### src/rtl/traffic_pkg.sv
// Shared phase encoding, key indices and per-phase duration lookup for the
// intersection sequencer and anything that displays or checks its phases.
package traffic_pkg;

  typedef enum logic [2:0] {
    PH_NS_G  = 3'd0,
    PH_NS_Y  = 3'd1,
    PH_NS_LG = 3'd2,
    PH_NS_LY = 3'd3,
    PH_EW_G  = 3'd4,
    PH_EW_Y  = 3'd5,
    PH_EW_LG = 3'd6,
    PH_EW_LY = 3'd7
  } phase_t;

  localparam int unsigned KEY_NS   = 0;
  localparam int unsigned KEY_EW   = 1;
  localparam int unsigned KEY_ALL  = 2;
  localparam int unsigned KEY_STEP = 3;

  function automatic logic [7:0] phase_duration(input phase_t ph, input logic [7:0] green,
                                                input logic [7:0] left, input logic [7:0] yellow);
    case (ph)
      PH_NS_G, PH_EW_G:   return green;
      PH_NS_LG, PH_EW_LG: return left;
      default:            return yellow;
    endcase
  endfunction

  function automatic phase_t next_phase(input phase_t ph);
    return phase_t'(ph + 3'd1);
  endfunction

endpackage

### src/rtl/traffic_phase_ctrl_key_debounce.sv
// One push-key channel: 2-FF synchronizer followed by a stability counter;
// the accepted level only follows the raw key after DEBOUNCE_CYCLES stable cycles.
module key_debounce #(
  parameter int unsigned DEBOUNCE_CYCLES = 1_000_000
) (
  input  logic sys_clk,
  input  logic sys_rst_n,
  input  logic key_raw,
  output logic key
);

  localparam int unsigned CW = $clog2(DEBOUNCE_CYCLES);
  localparam logic [CW-1:0] CNT_MAX = CW'(DEBOUNCE_CYCLES - 1);

  logic          sync1;
  logic          sync2;
  logic [CW-1:0] cnt;

  always_ff @(posedge sys_clk or negedge sys_rst_n) begin
    if (!sys_rst_n) begin
      sync1 <= 1'b1;
      sync2 <= 1'b1;
      cnt   <= '0;
      key   <= 1'b1;
    end else begin
      sync1 <= key_raw;
      sync2 <= sync1;
      if (sync2 == key) begin
        cnt <= '0;
      end else if (cnt == CNT_MAX) begin
        key <= sync2;
        cnt <= '0;
      end else begin
        cnt <= cnt + 1'b1;
      end
    end
  end

endmodule

### src/rtl/traffic_phase_ctrl.sv
// Intersection phase sequencer: debounced keys, 1 s prescaler, 8-phase cycle with
// per-phase countdown, override freeze/release and single-step manual advance.
module traffic_phase_ctrl
  import traffic_pkg::*;
#(
  parameter int unsigned CLK_FREQ        = 50_000_000,
  parameter int unsigned GREEN_SEC       = 25,
  parameter int unsigned LEFT_SEC        = 15,
  parameter int unsigned YELLOW_SEC      = 3,
  parameter int unsigned DEBOUNCE_CYCLES = 1_000_000
) (
  input  logic       sys_clk,
  input  logic       sys_rst_n,
  input  logic [3:0] key_n,
  output logic [3:0] state,
  output logic [3:0] key,
  output logic [7:0] countdown,
  output logic       sec_tick
);

  localparam int unsigned PW = $clog2(CLK_FREQ);
  localparam logic [PW-1:0] PRESC_MAX = PW'(CLK_FREQ - 1);
  localparam logic [7:0] GREEN  = 8'(GREEN_SEC);
  localparam logic [7:0] LEFT   = 8'(LEFT_SEC);
  localparam logic [7:0] YELLOW = 8'(YELLOW_SEC);

  phase_t        phase, phase_nx;
  logic [7:0]    cd_nx;
  logic [PW-1:0] presc, presc_nx;
  logic          ovr_active;
  logic          ovr_ew;
  logic          key_step_d;
  logic          override;
  logic          step_edge;

  for (genvar i = 0; i < 4; i++) begin : g_db
    key_debounce #(.DEBOUNCE_CYCLES(DEBOUNCE_CYCLES)) u_db (
      .sys_clk  (sys_clk),
      .sys_rst_n(sys_rst_n),
      .key_raw  (key_n[i]),
      .key      (key[i])
    );
  end

  assign override  = ~(key[KEY_NS] & key[KEY_EW] & key[KEY_ALL]);
  assign step_edge = key_step_d & ~key[KEY_STEP];
  assign sec_tick  = (presc == PRESC_MAX) && !override;
  assign state     = {1'b0, phase};

  // Priority: override hold, override release, manual step, then the second tick.
  always_comb begin
    phase_nx = phase;
    cd_nx    = countdown;
    presc_nx = presc + 1'b1;
    if (override) begin
      presc_nx = '0;
    end else if (ovr_active) begin
      phase_nx = ovr_ew ? PH_EW_G : PH_NS_G;
      cd_nx    = GREEN;
      presc_nx = '0;
    end else if (step_edge) begin
      phase_nx = next_phase(phase);
      cd_nx    = phase_duration(phase_nx, GREEN, LEFT, YELLOW);
      presc_nx = '0;
    end else if (sec_tick) begin
      presc_nx = '0;
      if (countdown > 8'd1) begin
        cd_nx = countdown - 8'd1;
      end else begin
        phase_nx = next_phase(phase);
        cd_nx    = phase_duration(phase_nx, GREEN, LEFT, YELLOW);
      end
    end
  end

  always_ff @(posedge sys_clk or negedge sys_rst_n) begin
    if (!sys_rst_n) begin
      phase      <= PH_NS_G;
      countdown  <= GREEN;
      presc      <= '0;
      ovr_active <= 1'b0;
      ovr_ew     <= 1'b0;
      key_step_d <= 1'b1;
    end else begin
      phase      <= phase_nx;
      countdown  <= cd_nx;
      presc      <= presc_nx;
      ovr_active <= override;
      key_step_d <= key[KEY_STEP];
      // Remember which override owned the intersection so release picks its direction.
      if (override) ovr_ew <= key[KEY_NS] & ~key[KEY_EW];
    end
  end

endmodule

### config.mk
export PLATFORM = sky130hd
export DESIGN_NAME = traffic_phase_ctrl
export DESIGN_NICKNAME = d
export VERILOG_FILES = /design/src/rtl/traffic_pkg.sv /design/src/rtl/traffic_phase_ctrl_key_debounce.sv /design/src/rtl/traffic_phase_ctrl.sv
export SDC_FILE = /design/constraint.sdc
export NUM_CORES = 1
export LEC_CHECK = 0
export BUFFER_PORTS_ARGS = -buffer_cell sky130_fd_sc_hd__clkbuf_2
export CAP_MARGIN = 20
export CORE_UTILIZATION = 45
export CTS_BUF_LIST = sky130_fd_sc_hd__clkbuf_4
export DETAILED_ROUTE_END_ITERATION = 10
export REMOVE_ABC_BUFFERS = 1
export SYNTH_ARGS = -nofsm -noshare
export SYNTH_HDL_FRONTEND = slang
export SYNTH_SLANG_ARGS = --single-unit
### constraint.sdc
create_clock -name sys_clk -period 2 [get_ports sys_clk]
set_input_delay 0.4 -clock sys_clk [delete_from_list [all_inputs] [get_ports sys_clk]]
set_output_delay 0.4 -clock sys_clk [all_outputs]
set_load 0.02 [all_outputs]
Word level (Yosys, flattened, before mapping):

Cells that the tools add are included.

* register bits after elaboration: 132
* bits of input ports: 6
* output and inout bits: 17
* logic and storage cells: 87

* add/subtract/negate cells: 7
* order comparisons: 1
* eq/ne operators: 13
* multiplexer cells: 22
* bitwise logic cells: 11
* reductions and logical operators: 11

Operator list (count)
* 20-bit 2-to-1 mux: 8
* 26-bit 2-to-1 mux: 4
* 20-bit by 1-bit adder with 20-bit output (second input constant): 4
* 20-bit == test (second input constant): 4
* 8-bit 2-to-1 mux: 4
* 26-bit by 1-bit adder with 26-bit output (second input constant): 1
* 26-bit == test (second input constant): 1
* 3-bit 2-to-1 mux: 5
* 5-bit one-hot mux with 2 select lines: 1
* 2-bit AND reduction: 5
* 8-bit by 1-bit > comparator with 1-bit output (second input constant): 1
* 8-bit by 1-bit subtractor with 8-bit output (second input constant): 1
* 1-bit inverter: 7
* 3-bit == test (second input constant): 2
* 1-bit bitwise AND: 4
* 1-bit == test: 4
* 2-bit OR reduction: 2
* 3-bit by 1-bit adder with 3-bit output (second input constant): 1
* 3-bit by 2-bit == test with 1-bit output (second input constant): 1
* 3-bit zero test: 1
* 3-bit != test (second input constant): 1
* 3-bit AND reduction: 1
* 3-bit nonzero test: 1
* 1-bit logical AND: 1

Longest topological paths before layout:

Gate-level depths: netlist (run 1).

* depth in word-level cells: 8
* gate-level depth with buffers: 8
* depth with buffers taken out: 7

Cells and area by module:

A second synthesis (run 1) with hierarchy kept.

* cell total of the unflattened synthesis: 652
* area, all modules: 6637.6 µm²

By module, submodules not included
* key_debounce: instances 4, cells each 108, area an instance 1118.6 µm², sequential area each 579.3 µm²
* traffic_phase_ctrl: instances 1, cells each 220, area an instance 2163.3 µm², sequential area each 1006.0 µm²

Least setup slack after synthesis (run 1):

OpenSTA, ideal clock, no wires.

* path type: reg-to-reg
* start: register countdown[0]
* end: register phase[0]
* library setup time: 0.125 ns
* arrival time: 2.051 ns
* required time: 1.875 ns
* slack: -0.176 ns
* cell stages (with the launch flop): 8
* path buffers: 0
* clock period less this slack: 2.176 ns
* cells stage by stage: dfstp_2 -> inv_1 -> ha_1 -> or2_2 -> and4_1 -> nor3_2 -> a21oi_1 -> mux2_2

* word-level cells in the longest chain between the ends: 3

Ends and longest elaborated chain
* start, declared: line traffic_phase_ctrl.sv:17 `output logic [7:0] countdown,`
* start signal, assigned: line traffic_phase_ctrl.sv:86 `countdown <= cd_nx;`
* 8-bit by 1-bit > comparator with 1-bit output: line traffic_phase_ctrl.sv:67 `if (countdown > 8'd1) begin`
* 3-bit != test (no source line)
* 3-bit AND reduction (no source line)
* end signal, assigned: line traffic_phase_ctrl.sv:85 `phase <= phase_nx;`
* end, declared: line traffic_phase_ctrl.sv:27 `phase_t phase, phase_nx;`

Every way passes these cells.
A chain may end at the register's enable or synchronous reset.

Worst setup path in the final report (run 1):

* start: register g_db[2].u_db.key
* end: output sec_tick

* word-level cells in the longest chain between the ends: 2

Ends and longest elaborated chain
* start, declared: line traffic_phase_ctrl_key_debounce.sv:9 `output logic key`
* start signal, assigned: line traffic_phase_ctrl_key_debounce.sv:31 `key <= sync2;`
* 1-bit bitwise AND: line traffic_phase_ctrl.sv:45 `assign override = ~(key[KEY_NS] & key[KEY_EW] & key[KEY_ALL]);`
* 1-bit logical AND: line traffic_phase_ctrl.sv:47 `assign sec_tick = (presc == PRESC_MAX) && !override;`
* end, declared: line traffic_phase_ctrl.sv:18 `output logic sec_tick`

Every way passes these cells.

==> impl_results.md, run 1 <==
- Power density over cell area: 665.9 nW/um^2
- Port Buffers: 21
- DRC violations left: 0
- Avg Cell Area, Syn: 9.998 um^2
- Final Hold Fails: 0
- I/O pin count: 23
- F_max: 0.4519 GHz
- CTS max path bufs: 2
- Max incr delay on CP: 0.56 ns
- Status: finished, violations left
- Synth Flop Type: dfrtp_1
- Most frequent cell after synthesis: nor2_1
- Synth area leaders: dfrtp_1 45%, nor2_1 7.7%, xnor2_1 7.5%, dfstp_2 6.5%, xor2_1 6.0%
- Register clock-pin slew on the reported worst setup and hold paths: 0.11 ns
- CP Capture Type: output pin
- Die area: 14790 um^2
- #FFs+latches synth: 132
- Routability cong.: 0.8448
- First-pass GRT wire length: 21940 um
- Gr usage total: 0.1907
- CTS tree: built
- Power Total: 0.005018 W
- Maximum vdd drop: 0.3824 mV
- Routed WL per cell: 14.03 um
- RSZ-0062 raised after global routing: true
- Hold Crit Class: primary input to asynchronous set/reset pin
- Setup Crit Path Kind: flop to output pin
- Initial Util: 0.4621
- CTS buffer count: 17
- Failing checks: negative setup slack
- Max H-tree Level: 4
- Register area share after synthesis: 0.5161
- Antenna violations before repair: 1
- Pin count of the biggest net entering global routing: 53
- Max-cap violations: 0
- Post-synth EDFFs: 0
- Routed Antenna Nets: 0
- Syn Inst Count: 644
- Async S/R FF share, synth: 1.000
- Die Wd: 121.6 um
- Fin. max-slew vios: 0
- Drt pass-1 iters: 5
- Count of clock tree sinks: 132
- Pre-CTS WS: 0.003768 ns
- Startpoint types: flop
- Root buf cell: clkbuf_4
- Final net count: 734
- Layout area overhead: 17.04%
- Post-synth top area cell: dfrtp_1
- Share of layout cells above drive strength 1: 0.1984
- Buf/Inv on CP: 2
- Worst EP required: 1.60 ns
- Iteration-0 DRC Markers: 140
- Max Fanout on Critical Path: 2
- Post-Syn Area: 6439 um^2
- CP max-delay cell: dfstp_2
- Std-Cell Rows: 43
- Post-route minimum period: 2.213 ns
- Final WS setup: -0.2129 ns
- Yosys top cell area share: 0.4508
- Worst Clk Skew: 0.01436 ns
- Distinct cell type count after synthesis: 58
- Setup violators final: 2
- Core ar.: 13930 um^2
- Routed wire length: 12800 um
- Vias in the first global route: 4700
- Vert. Die Dim: 121.6 um
- Clock Latency Late Sink: 0.55 ns
- Routed vias: 4759
- Static Leak: 3.213 nW
- WP data arrival: 1.81 ns
- Fin crit share: 1.106
- Critical path's top delay family: flip-flops
- Post-synth top cells: 132 x nor2_1, 116 x dfrtp_1, 55 x xnor2_1
- Crit-path cells: and3_1 -> and4_1 -> nand2_2 -> inv_4 -> buf_8
- Vias per cell: 5.218
- GRT Residual Overflow: 0
- Synthesis warning total: 0
- DPL Wire Length: 8596 um
==> registers in the layout, indices dropped and copies added, names as in the netlist <==
register and flops:
g_db.u_db.cnt 80, g_db.u_db.sync1 4, ovr_ew 1, g_db.u_db.key 4, phase 3, key_step_d 1, g_db.u_db.sync2 4, presc 26
ovr_active 1, countdown 8
==> final cells by class <==
type,instances,area (um^2)
well taps,180,225.2
inverters,21,81.33
clock buffers,22,165.2
repair buffers,73,570.5
multi-input cells,473,2988
fillers,1237,6399
diodes,1,2.502
clock inverters,10,180.2
flip-flops and latches,132,3323
==> metrics by stage <==
stage,utilization,cells,cell area [um^2],hold slack (ns),setup TNS (ns)
floorplan,-,626,6339,0.1044,-0.5511
finish,0.5408,912,7536,0.3277,-0.2246
global placement,0.4984,858,6945,0.3411,0
CTS,0.5323,901,7417,0.2991,-0.3192
detailed placement,0.4984,858,6945,0.3478,0
global route,0.5408,912,7536,0.3154,-0.7095
==> power breakdown <==
group          total (W)  leakage (nW)  internal [W]  switching [W]
clock network    0.00213         0.186       0.00118       0.000949
registers        0.00273          1.77       0.00270      0.0000256
logic           0.000159          1.26     0.0000527       0.000106
==> worst paths after layout <==
check / depth (start not counted) / end / from / slack [ns]
worst min-delay path: 2 / countdown[1] / sys_rst_n / 0.33
min in group sys_clk: 0 / g_db[2].u_db.sync2 / g_db[2].u_db.sync1 / 0.36
worst max register to register: 7 / phase[2] / g_db[2].u_db.key / -0.01
worst min register to register: 0 / g_db[2].u_db.sync2 / g_db[2].u_db.sync1 / 0.36
max in group asynchronous: 3 / g_db[2].u_db.key / sys_rst_n / 1.00
worst max-delay path: 5 / sec_tick / g_db[2].u_db.key / -0.21
==> layout by cell type (no fill, tap or decap), types with 3 or more instances in the layout <==
cell type / netlist / final
dlygate4sd3_1: 0 / 5
xor2_1: 44 / 44
buf_12: 0 / 3
nand4_1: 21 / 21
mux2_2: 6 / 5
dfstp_2: 16 / 16
inv_1: 20 / 20
nor4_1: 7 / 7
a21oi_1: 5 / 3
buf_6: 0 / 4
xnor2_1: 55 / 55
nor4b_1: 4 / 3
nor2b_1: 5 / 5
buf_4: 6 / 40
clkbuf_2: 0 / 19
a22o_1: 5 / 5
and4_1: 15 / 14
o21ai_0: 4 / 3
ha_1: 10 / 8
nor3_1: 22 / 22
clkbuf_4: 0 / 22
nor2_1: 132 / 131
and3_1: 13 / 13
nand3_1: 41 / 40
bufinv_16: 0 / 5
or3_1: 3 / 3
dfrtp_1: 116 / 116
nand2_1: 36 / 36
==> cell families after synthesis <==
family / synth area share
muxes: 0.01205
and+or+nand+nor: 0.2536
xor gates and xnor gates: 0.1347
buffers and inverters: 0.02779
adders and majority gates: 0.01943
AOI/OAI and AO/OA: 0.03576
other: 0.0005824
DFF: 0.5161
==> repair_timing <==
| item | CTS | global route |
|---|---|---|
| pin swaps | 5 | 3 |
| endpoints found under the hold margin | 38 | 0 |
| setup endpoints to repair | 5 | 13 |
| buffers inserted | 6 | 9 |
| hold buffers | 5 | 0 |
| gates cloned | 0 | 1 |
| resized for setup | 7 | 13 |
==> per-layer routing <==
| metal | share of wire | vias up | GRT usage | routed length [um] |
|---|---|---|---|---|
| met5 | 0 | - | 0 | 0 |
| met4 | 0.026 | 0 | 0.08642 | 334 |
| met3 | 0.029 | 29 | 0.04775 | 366 |
| met2 | 0.48 | 75 | 0.3065 | 6144 |
| met1 | 0.47 | 2315 | 0.2427 | 5953 |
| li1 | - | 2340 | - | - |
(Power assumes the default switching activity.)
==> run 2, diff against run 1 <==
- ABC_AREA: not set -> 1
==> run 2 against run 1 <==
Net effect:
- synthesized area is 7.9% higher
- clock skew is 0.0079 ns higher
- the flow still finishes with violations (negative setup slack)
- non-clock buffer count is 25 lower
- cell area is 3.4% higher
- via count is 17% higher
- first-iteration DRC count is 120% higher
- largest cell class unchanged
- sequential share of layout area is 1.4 points lower
- cell count is 25% higher
- worst setup slack worse by 0.062 ns
- critical endpoint unchanged
- fmax is 2.7% lower
- highest routed layer unchanged
- synthesized cell count is 37% higher
==> impl_results.md, run 2 <==
- CTS max path bufs: 2
- Syn Inst Count: 884
- Most frequent cell after synthesis: nor2_1
- Pin count of the biggest net entering global routing: 39
- Post-synth EDFFs: 0
- Register area share after synthesis: 0.4784
- Post-Syn Area: 6947 um^2
- Post-synth top area cell: dfrtp_1
- Post-synth top cells: 173 x nor2_1, 172 x nand2_1, 120 x inv_1
- CP Capture Type: output pin
- Vias per cell: 4.858
- Vert. Die Dim: 126.2 um
- Antenna violations before repair: 1
- Port Buffers: 21
- Setup violators final: 1
- Routed WL per cell: 12.43 um
- Sequential Power Share: 0.572
- Reg-to-Reg Start: g_db[2].u_db.key
- Hold Crit Class: primary input to asynchronous set/reset pin
- Setup Crit Path Kind: flop to output pin
- I/O pin count: 23
- Routed Antenna Nets: 0
- Count of clock tree sinks: 132
- Routed vias: 5553
- Register clock-pin slew on the reported worst setup and hold paths: 0.12 ns
- Static Leak: 3.447 nW
- Routed wire length: 14210 um
- # placed instances: 1097
- Share of layout cells above drive strength 1: 0.1247
- Maximum vdd drop: 0.5155 mV
- Die Wd: 126.2 um
- Final Util: 0.5143
- Commonest non-fill, non-tap cell in the layout: nor2_1
- First-pass GRT wire length: 24730 um
- Power Total: 0.004763 W
- Max H-tree Level: 4
- Fin crit share: 1.137
- RSZ-0062 raised after global routing: true
- Comb pwr share: 0.034
- Vias in the first global route: 5304
- Yosys top cell area share: 0.4179
- Root buf cell: clkbuf_4
- Max Fanout on Critical Path: 5
- Number of flip-flops under the largest register name: 80
- Layout area overhead: 12.12%
- Final Hold Fails: 0
- CTS tree: built
- Startpoint types: flop
- Crit path from: presc[8]
- CTS buffer count: 17
- DPL Wire Length: 10390 um
- Distinct cell type count after synthesis: 32
- DRC violations left: 0
- Max-cap violations: 0
- F_max: 0.4396 GHz
- Synth area leaders: dfrtp_1 42%, nor2_1 9.3%, nand2_1 9.3%, inv_1 6.5%, dfstp_2 6.1%
- Final net count: 957
- WP data arrival: 1.87 ns
- Routability cong.: 0.8527
- Iteration-0 DRC Markers: 314
- Fin cells: 1143
- Clock power frac: 0.394
- Fill cells: 1479
- Final WS setup: -0.2748 ns
- Power density over cell area: 611.5 nW/um^2
- Drt pass-1 iters: 4
- Core ar.: 15150 um^2
- Largest registers: g_db.u_db.cnt: 80 flops, presc: 26 flops, countdown: 8 flops
- Fin. max-slew vios: 0
- Top reg by flops: g_db.u_db.cnt
- Most frequent cells in the layout: 173 x nor2_1, 171 x nand2_1, 117 x inv_1
- Std-Cell Rows: 45
- #FFs+latches synth: 132
- Clock Latency Late Sink: 0.55 ns
- Worst EP required: 1.60 ns
- Net Switching: 0.001135 W
- Die area: 15940 um^2
- Post-route minimum period: 2.275 ns
- Synthesis warning total: 0
- Status: finished, violations left
- Sw Ratio: 0.2383
- Gr usage total: 0.1954
- GRT Residual Overflow: 0
- Async S/R FF share, synth: 1.000
- Initial Util: 0.4587
- Int Pwr: 0.003628 W
- Avg Cell Area, Syn: 7.858 um^2
- Worst Clk Skew: 0.02224 ns
- Failing checks: negative setup slack
- Synth Flop Type: dfrtp_1
run 2: path summary, 6_finish.rpt:
kind | end | slack (ns) | depth (start not counted)
worst min-delay path | countdown[2] | 0.33 | 2
worst max-delay path | sec_tick | -0.27 | 6
max in group asynchronous | countdown[0] | 0.96 | 3
worst min register to register | g_db[1].u_db.sync2 | 0.36 | 0
worst max register to register | presc[10] | 0.16 | 10
min in group sys_clk | g_db[1].u_db.sync2 | 0.36 | 0
run 2: kinds of logic (layout without fill, tap and decap cells):
kind of cell | Yosys count | count (layout) | synth area share
compound gates | 63 | 63 | 0.05007
xor+xnor | 51 | 51 | 0.06430
fa+ha+maj | 10 | 10 | 0.01801
buf+inv | 130 | 200 | 0.07583
flops | 132 | 132 | 0.4784
other cells | 1 | 2 | 0.0005398
simple gates | 497 | 497 | 0.3129
run 2: through the flow:
stage | setup TNS (ns) | area (um^2) | setup WS (ns) | hold slack, ns
2_1_floorplan | -0.8308 | 6870 | -0.2138 | 0.1044
3_3_place_gp | 0 | 7347 | 0.1232 | 0.3459
3_5_place_dp | 0 | 7347 | 0.1107 | 0.3440
4_1_cts | -0.3755 | 7756 | -0.3755 | 0.2888
5_1_grt | -0.3960 | 7789 | -0.3960 | 0.3084
6_report | -0.2748 | 7789 | -0.2748 | 0.3285
run 2: worst max-delay path, stage by stage, from the launching register on:
cell,delay (ns)
dfrtp_1,0.41
inv_2,0.10
nand2_1,0.07
nor4_1,0.24
nand3_1,0.13
nor3_2,0.22
buf_4,0.18
run 2: routing by layer:
layer,wire [um],vias up,GRT usage
li1,-,2917,-
met3,512,14,0.04800
met2,6169,76,0.2931
met4,228,0,0.07087
met1,7299,2546,0.2742
met5,0,-,0
run 2: layout make-up:
cell class              count  area [um^2]  share of cell area
repair buffers             48        361.6             0.04643
clock inverters            14        160.2             0.02056
multi-input cells         622         3120              0.4006
well taps                 188        235.2             0.03020
flip-flops and latches    132         3323              0.4267
clock buffers              18        135.1             0.01735
diodes                      1        2.502           0.0003213
inverters                 120        450.4             0.05783
run 2: power by group through the flow:
stage                     Sequential [W]  Combinational, W  Clock [W]
final                            0.00272          0.000162    0.00188
after floorplan                  0.00277         0.0000639          0
after detailed placement         0.00277          0.000161          0
after global routing             0.00273          0.000192    0.00206
after CTS                        0.00272          0.000169    0.00195
after global placement           0.00277          0.000161          0
run 2: repair_timing:
item | in CTS | in global routing
pin swaps | 1 | 1
endpoints found under the setup margin | 1 | 20
buffers inserted | 7 | 1
hold buffers | 5 | 0
gates resized for setup | 4 | 8
endpoints found under the hold margin | 30 | 0
